`src/rtl/pr_hrav_disp_pkg.sv`:
```
`default_nettype none
// ------------------------------------------------------------------
// pr_hrav_disp_pkg: header layout and FSM encodings for the dispatcher.
// Rev 1.0
// ------------------------------------------------------------------
package pr_hrav_disp_pkg;

  localparam int TYPE_LSB   = 24;
  localparam int CORE_LSB   = 26;
  localparam int PR_END_BIT = 28;

  localparam logic [1:0] HDR_ICAP = 2'b11;

  typedef enum logic [1:0] {
    HDR  = 2'd0,
    FWD  = 2'd1,
    DROP = 2'd2
  } disp_state_t;

  typedef enum logic [1:0] {
    PR_IDLE = 2'd0,
    PR_LOAD = 2'd1,
    PR_WAIT = 2'd2
  } pr_state_t;

endpackage
`default_nettype wire

```
`src/rtl/pr_hrav_disp_skid.sv`:
```
`default_nettype none
// ------------------------------------------------------------------
// pr_hrav_disp_skid: 2-entry registered valid/ready skid buffer.
// Rev 1.0
// ------------------------------------------------------------------
module pr_hrav_disp_skid #(
  parameter int WIDTH = 8
) (
  input  logic             ACLK,
  input  logic             ARESETN,
  input  logic             in_valid,
  output logic             in_ready,
  input  logic [WIDTH-1:0] in_data,
  output logic             out_valid,
  input  logic             out_ready,
  output logic [WIDTH-1:0] out_data
);

  logic             skid_valid;
  logic [WIDTH-1:0] skid_data;
  logic             out_free;

  // Ready depends only on the skid register, never on the downstream ready.
  assign in_ready = ~skid_valid;
  assign out_free = out_ready | ~out_valid;

  always_ff @(posedge ACLK) begin
    if (!ARESETN) begin
      out_valid  <= 1'b0;
      skid_valid <= 1'b0;
    end else if (out_free) begin
      out_valid  <= skid_valid | in_valid;
      skid_valid <= 1'b0;
    end else if (in_valid && !skid_valid) begin
      skid_valid <= 1'b1;
    end
  end

  always_ff @(posedge ACLK) begin
    if (out_free) begin
      out_data <= skid_valid ? skid_data : in_data;
    end
    if (!out_free && !skid_valid) begin
      skid_data <= in_data;
    end
  end

endmodule
`default_nettype wire

```
`src/rtl/pr_hrav_dispatcher_nx.sv`:
```
`default_nettype none
// ------------------------------------------------------------------
// pr_hrav_dispatcher_nx: routes whole AXIS packets to NUM_CORES scanners or ICAP.
// Optional packet counters: define PR_HRAV_DISP_STATS_EN.   Rev 1.0
// ------------------------------------------------------------------
module pr_hrav_dispatcher_nx
  import pr_hrav_disp_pkg::*;
#(
  parameter int DATA_W    = 256,
  parameter int USER_W    = 16,
  parameter int NUM_CORES = 4,
  parameter int SEL_W     = 2
) (
  input  logic                            ACLK,
  input  logic                            ARESETN,
  input  logic [NUM_CORES-1:0]            core_enb,
  input  logic                            dbg_force_en,
  input  logic [NUM_CORES:0]              dbg_force_dst,
  input  logic [DATA_W-1:0]               S_AXIS_TDATA,
  input  logic [DATA_W/8-1:0]             S_AXIS_TSTRB,
  input  logic [127:0]                    S_AXIS_TUSER,
  input  logic                            S_AXIS_TLAST,
  input  logic                            S_AXIS_TVALID,
  output logic                            S_AXIS_TREADY,
  output logic [NUM_CORES*DATA_W-1:0]     M_CORE_TDATA,
  output logic [NUM_CORES*DATA_W/8-1:0]   M_CORE_TSTRB,
  output logic [NUM_CORES*USER_W-1:0]     M_CORE_TUSER,
  output logic [NUM_CORES-1:0]            M_CORE_TLAST,
  output logic [NUM_CORES-1:0]            M_CORE_TVALID,
  input  logic [NUM_CORES-1:0]            M_CORE_TREADY,
  output logic [DATA_W-1:0]               M_ICAP_TDATA,
  output logic [DATA_W/8-1:0]             M_ICAP_TSTRB,
  output logic [USER_W-1:0]               M_ICAP_TUSER,
  output logic                            M_ICAP_TLAST,
  output logic                            M_ICAP_TVALID,
  input  logic                            M_ICAP_TREADY,
  output logic                            pr_busy,
  output logic [SEL_W-1:0]                pr_core,
`ifdef PR_HRAV_DISP_STATS_EN
  output logic [(NUM_CORES+2)*32-1:0]     stat_pkt_cnt,
`endif
  output logic                            drop_pulse
);

  localparam int ND = NUM_CORES + 1;
  localparam int PW = DATA_W + DATA_W/8 + USER_W + 1;

  logic [NUM_CORES-1:0] enb_meta, enb_sync, eligible;
  disp_state_t          state, state_nxt;
  pr_state_t            pr_state, pr_state_nxt;
  logic [ND-1:0]        lat_dst, sel_dst, cur_dst, hdr_dst, low_dst;
  logic [ND-1:0]        buf_in_ready, buf_in_valid;
  logic                 hdr_ok, hdr_icap, hdr_end, lat_icap_end;
  logic [SEL_W-1:0]     hdr_core;
  logic                 tready, accept, pkt_last, icap_hdr_acc, icap_end_now, core_done;
  logic [PW-1:0]        in_payload;
  logic                 unused_tuser;

  always_ff @(posedge ACLK) begin
    if (!ARESETN) begin
      enb_meta <= '0;
      enb_sync <= '0;
    end else begin
      enb_meta <= core_enb;
      enb_sync <= enb_meta;
    end
  end

  // Header decode is gated by TVALID so idle-bus garbage never steers control.
  assign hdr_icap = S_AXIS_TVALID && (S_AXIS_TDATA[TYPE_LSB +: 2] == HDR_ICAP);
  assign hdr_end  = S_AXIS_TVALID && S_AXIS_TDATA[PR_END_BIT];
  assign hdr_core = S_AXIS_TVALID ? S_AXIS_TDATA[CORE_LSB +: SEL_W] : '0;

  assign pr_busy = (pr_state != PR_IDLE);

  for (genvar i = 0; i < NUM_CORES; i++) begin : g_elig
    assign eligible[i] = enb_sync[i] & ~(pr_busy & (pr_core == SEL_W'(i)));
  end

  always_comb begin
    hdr_dst = '0;
    low_dst = '0;
    hdr_ok  = 1'b0;
    for (int i = NUM_CORES - 1; i >= 0; i--) begin
      if (eligible[i]) begin
        low_dst    = '0;
        low_dst[i] = 1'b1;
      end
      if (eligible[i] && (hdr_core == SEL_W'(i))) begin
        hdr_ok     = 1'b1;
        hdr_dst[i] = 1'b1;
      end
    end
    sel_dst = '0;
    if (hdr_icap) begin
      sel_dst[NUM_CORES] = 1'b1;
    end else if (dbg_force_en) begin
      sel_dst = dbg_force_dst;
    end else if (hdr_ok) begin
      sel_dst = hdr_dst;
    end else begin
      sel_dst = low_dst;
    end
  end

  // An all-zero destination means drop: no buffer gates TREADY.
  assign cur_dst       = (state == HDR) ? sel_dst : lat_dst;
  assign tready        = ARESETN && (&(buf_in_ready | ~cur_dst));
  assign S_AXIS_TREADY = tready;
  assign accept        = S_AXIS_TVALID && tready;
  assign pkt_last      = accept && S_AXIS_TLAST;
  assign buf_in_valid  = {ND{accept}} & cur_dst;
  assign icap_hdr_acc  = accept && (state == HDR) && hdr_icap;
  assign icap_end_now  = pkt_last && ((state == HDR) ? (hdr_icap && hdr_end) : lat_icap_end);

  always_comb begin
    state_nxt = state;
    case (state)
      HDR:       if (accept && !S_AXIS_TLAST) state_nxt = (sel_dst == '0) ? DROP : FWD;
      FWD, DROP: if (pkt_last) state_nxt = HDR;
      default:   state_nxt = HDR;
    endcase
  end

  // A core id outside the populated range has nothing to wait for.
  always_comb begin
    core_done = 1'b1;
    for (int i = 0; i < NUM_CORES; i++) begin
      if (pr_core == SEL_W'(i)) core_done = enb_sync[i];
    end
    pr_state_nxt = pr_state;
    case (pr_state)
      PR_IDLE: if (icap_hdr_acc) pr_state_nxt = icap_end_now ? PR_WAIT : PR_LOAD;
      PR_LOAD: if (icap_end_now) pr_state_nxt = PR_WAIT;
      PR_WAIT: if (core_done) pr_state_nxt = PR_IDLE;
      default: pr_state_nxt = PR_IDLE;
    endcase
  end

  always_ff @(posedge ACLK) begin
    if (!ARESETN) begin
      state        <= HDR;
      pr_state     <= PR_IDLE;
      lat_dst      <= '0;
      lat_icap_end <= 1'b0;
      pr_core      <= '0;
      drop_pulse   <= 1'b0;
    end else begin
      state      <= state_nxt;
      pr_state   <= pr_state_nxt;
      drop_pulse <= accept && (state == HDR) && (sel_dst == '0);
      if (accept && (state == HDR)) begin
        lat_dst      <= sel_dst;
        lat_icap_end <= hdr_icap && hdr_end;
      end
      if (icap_hdr_acc && (pr_state == PR_IDLE)) begin
        pr_core <= hdr_core;
      end
    end
  end

  assign in_payload   = {S_AXIS_TLAST, S_AXIS_TUSER[USER_W-1:0], S_AXIS_TSTRB, S_AXIS_TDATA};
  assign unused_tuser = ^S_AXIS_TUSER[127:USER_W];

  for (genvar i = 0; i < NUM_CORES; i++) begin : g_core
    logic [PW-1:0] out_data;
    logic          rd_ready;

    // Absent or reconfiguring cores drain their buffer so nothing upstream stalls.
    assign rd_ready = M_CORE_TREADY[i] | ~enb_sync[i] | (pr_busy & (pr_core == SEL_W'(i)));

    pr_hrav_disp_skid #(.WIDTH(PW)) u_skid (
      .ACLK      (ACLK),
      .ARESETN   (ARESETN),
      .in_valid  (buf_in_valid[i]),
      .in_ready  (buf_in_ready[i]),
      .in_data   (in_payload),
      .out_valid (M_CORE_TVALID[i]),
      .out_ready (rd_ready),
      .out_data  (out_data)
    );

    assign {M_CORE_TLAST[i], M_CORE_TUSER[i*USER_W +: USER_W],
            M_CORE_TSTRB[i*(DATA_W/8) +: DATA_W/8], M_CORE_TDATA[i*DATA_W +: DATA_W]} = out_data;
  end

  pr_hrav_disp_skid #(.WIDTH(PW)) u_skid_icap (
    .ACLK      (ACLK),
    .ARESETN   (ARESETN),
    .in_valid  (buf_in_valid[NUM_CORES]),
    .in_ready  (buf_in_ready[NUM_CORES]),
    .in_data   (in_payload),
    .out_valid (M_ICAP_TVALID),
    .out_ready (M_ICAP_TREADY),
    .out_data  ({M_ICAP_TLAST, M_ICAP_TUSER, M_ICAP_TSTRB, M_ICAP_TDATA})
  );

`ifdef PR_HRAV_DISP_STATS_EN
  // Slots 0..NUM_CORES-1 are cores, NUM_CORES is ICAP, NUM_CORES+1 is drop.
  logic [NUM_CORES+1:0][31:0] pkt_cnt;

  always_ff @(posedge ACLK) begin
    if (!ARESETN) begin
      pkt_cnt <= '0;
    end else if (pkt_last) begin
      for (int i = 0; i < ND; i++) begin
        if (cur_dst[i] && (pkt_cnt[i] != 32'hFFFF_FFFF)) pkt_cnt[i] <= pkt_cnt[i] + 32'd1;
      end
      if ((cur_dst == '0) && (pkt_cnt[ND] != 32'hFFFF_FFFF)) pkt_cnt[ND] <= pkt_cnt[ND] + 32'd1;
    end
  end

  assign stat_pkt_cnt = pkt_cnt;
`endif

endmodule
`default_nettype wire

```
`config.mk`:
```
export PLATFORM = sky130hd
export DESIGN_NAME = pr_hrav_dispatcher_nx
export DESIGN_NICKNAME = d
export VERILOG_FILES = /design/src/rtl/pr_hrav_disp_pkg.sv /design/src/rtl/pr_hrav_disp_skid.sv /design/src/rtl/pr_hrav_dispatcher_nx.sv
export SDC_FILE = /design/constraint.sdc
export NUM_CORES = 2
export LEC_CHECK = 0
export BUFFER_PORTS_ARGS = -buffer_cell sky130_fd_sc_hd__buf_2
export CAP_MARGIN = 30
export CORE_AREA = 2 2 775 777
export DETAILED_ROUTE_END_ITERATION = 8
export DIE_AREA = 0 0 777 779
export PLACE_DENSITY = 0.39
export SYNTH_ARGS = -nofsm -noshare
export SYNTH_HDL_FRONTEND = slang
export SYNTH_SLANG_ARGS = --single-unit
export TNS_END_PERCENT = 30
```
`constraint.sdc`:
```
create_clock -name ACLK -period 58.8 [get_ports ACLK]
set_input_delay 5.88 -clock ACLK [delete_from_list [all_inputs] [get_ports ACLK]]
set_output_delay 5.88 -clock ACLK [all_outputs]
set_load 0.005 [all_outputs]
```
==> qor.yml <==
clock_network:
  clk_latency_ps: 990
  clk_pin_slew_ps: 60
  cts_max_level: 5
  cts-root-buf: "clkbuf_16"
  post-cts-setup-buffers: 0
  cts_hold_buffers: 0
  cts_buffer_depth: 4
  numClockSinks: 3081
  ctsResizeCount: 0
  cts_tree: "yes"
  numCtsBuffers: 354
worst_setup_path:
  r2r_slack_ps: 52970
  cp_data_arrival_time_ps: 7990
  cp_common_cell: "buf_2"
  cpMaxStageDelayCell: "o2bb2ai_1"
  path_class: "in2out"
  critPathLaunchType: "primary input"
  cp-end-kind: "output port"
  crit_chain: "buf_2, and3_1, nor2_1, nand2_1, o2bb2ai_1, nand3_1, nor4b_1, buf_2"
  worstPathMaxFanout: 13
  critPathRequiredTime_ps: 52920
  max_stage_delay_ps: 470
synthesis:
  yosysUniqueCellTypes: 61
  synth_edf_count: 3050
  synth_nets: 5397
  yosysWarnings: 0
  syn_avg_cell_area_um2: 22.4
  yosysSeqAreaShare_pct: 82.9
  synth_ff_type: "edfxtp_1"
  synth_area_mm2: 0.111
  syn_inst: 4961
  async_reset_ff_share_pct: 0
  synth-seq-cells: 3081
place:
  gp_congestion: 0.827
  dp_hpwl_um: 321000
  port_buffers: 1857
routing:
  routed_wl_um: 456000
  drc: 0
  viasPerCell: 3.82
  ant_nets: 0
  vias: 58600
  drt-pass1-iter-count: 7
  drtIter0Drc: 4709
  post_drt_wl_per_cell_um: 29.7
pwr:
  power_leakage_nw: 49.4
  ir_drop_mv: 0.0264
  powerDensity_mw_per_mm2: 34.6
finish:
  drive_gt1_share_pct: 54.3
  n_fill_cell: 61600
  area_growth_pct: 27.9
  final_nets: 7554
  final_cell_mix: "3050 x edfxtp_1, 1857 x buf_2, 1523 x mux2_2"
  final_common_cell: "edfxtp_1"
min_path:
  hold_path.class: "reg2reg"
timing:
  period_needed_ps: 13870
  setup_viol: 0
  finalMaxSlewViolations: 0
  max_clock_freq_mhz: 72.1
  finClkSkew_ps: 61.0
  finalHoldViolCount: 0
  relSlewSlack_pct: 8.91
  hold_ws_ps: 451
  finalCritPeriodShare_pct: 23.6
  rsz0062_at_grt: "no"
  tightestPinTransition_ps: 1370
  setup_tns_ps: 0
floorplan:
  io_pins: 1970
  core_mm2: 0.597
  die_height_um: 779
  die_w_um: 777
  start_util_pct: 18.6
  dieArea_mm2: 0.605
  num_rows: 284
outcome:
  status: "completed"
global_route:
  grt_pass1_vias: 58500
  grt.total_usage_pct: 14.3
  antenna_found_initial: 184
  grt_max_degree: 101
  grt_overflow: 0
  grt_pass1_wl_um: 589000
flow_run:
  cap_violations: 0
## synthesized netlist by cell type (2+ instances only)
cell type | instances | area, um^2
edfxtp_1 | 3050 | 91600
mux2_2 | 1523 | 17200
clkbuf_1 | 146 | 548
buf_1 | 31 | 116
dfxtp_1 | 31 | 621
nand2_1 | 24 | 90.1
and2_1 | 12 | 75.1
o21ai_0 | 12 | 60.1
inv_1 | 11 | 41.3
nor2_1 | 11 | 41.3
mux2i_1 | 8 | 80.1
nand3_1 | 8 | 40.0
a21boi_0 | 6 | 45.0
a31oi_1 | 6 | 37.5
a21oi_1 | 5 | 25.0
buf_2 | 5 | 25.0
nand4_1 | 5 | 31.3
buf_4 | 4 | 30.0
o211ai_1 | 4 | 30.0
nand3b_1 | 3 | 22.5
nor2b_1 | 3 | 18.8
nor3_1 | 3 | 15.0
o21a_1 | 3 | 22.5
a21oi_2 | 2 | 17.5
a32oi_1 | 2 | 17.5
and3_1 | 2 | 12.5
and3b_1 | 2 | 17.5
nand2b_1 | 2 | 12.5
nor3b_1 | 2 | 15.0
nor3b_2 | 2 | 25.0
o2bb2ai_1 | 2 | 17.5
or2_2 | 2 | 12.5
## routing by layer
| layer | global-route usage, % | up-vias | share of wire (%) |
|---|---|---|---|
| met3 | 6.61 | 698 | 11 |
| met2 | 23.1 | 2387 | 46 |
| li1 | - | 24400 | - |
| met5 | 0 | - | 0.23 |
| met1 | 17.3 | 30900 | 40 |
| met4 | 3.76 | 162 | 2.9 |
## path summary, 6_finish.rpt
check                                       from                              end  cells past startpoint
worst max register to register        pr_core[1]  g_core[1].u_skid.skid_data[150]                     10
worst max-delay path            S_AXIS_TDATA[24]                    S_AXIS_TREADY                      8
worst min register to register       enb_meta[0]                      enb_sync[0]                      1
worst min-delay path                 enb_meta[0]                      enb_sync[0]                      1
## sequential cells by signal, indices dropped and copies added (netlist names)
signal and count:
drop_pulse 1, enb_meta 4, enb_sync 4, g_core.u_skid.out_data 1220
g_core.u_skid.out_valid 4, g_core.u_skid.skid_data 1220, g_core.u_skid.skid_valid 4, lat_dst 5
lat_icap_end 1, pr_core 2, pr_state 2, state 2
u_skid_icap.out_data 305, u_skid_icap.out_valid 1, u_skid_icap.skid_data 305, u_skid_icap.skid_valid 1
## stage by stage
stage	instance area (um^2)	power (mW)	setup WS [ps]	util (%)	cells
floorplan	111000	2.61	11630	-	4961
global placement	131000	2.79	44880	21.9	14600
detailed placement	131000	2.79	44930	21.9	14600
CTS	142000	5.00	44920	23.8	15300
global route	142000	5.09	44750	23.8	15300
finish	142000	4.92	44930	23.8	15300
## kinds of logic after synthesis
logic type	synth area share [%]
simple gates	0.455
mux	15.5
fa+ha+maj	0.0113
flops	82.9
buf+inv	0.699
compound gates	0.389
## cell type report
cell class	instances	area, um^2	area share (%)
clock buffer	439	9270	6.52
clock inverter	197	1970	1.38
multi-input combinational	1681	18300	12.8
antenna	80	200	0.141
timing repair buffer	1989	10400	7.34
sequential	3081	92200	64.8
inverter	11	48.8	0.0343
tap	7865	9840	6.92
## critical path: cells and delay by family
kind                   cells  cell delay (ps)
AOI/OAI and AO/OA          1              470
buffers and inverters      2              420
and+or+nand+nor            5             1210
## where the power goes
| group | leakage (nW) | internal [mW] | switching (mW) |
|---|---|---|---|
| clock | 5.44 | 1.23 | 0.954 |
| sequential | 30.1 | 2.48 | 0.0235 |
| combinational | 13.8 | 0.0857 | 0.148 |
Note: power is estimated with default switching activity, not from simulation.
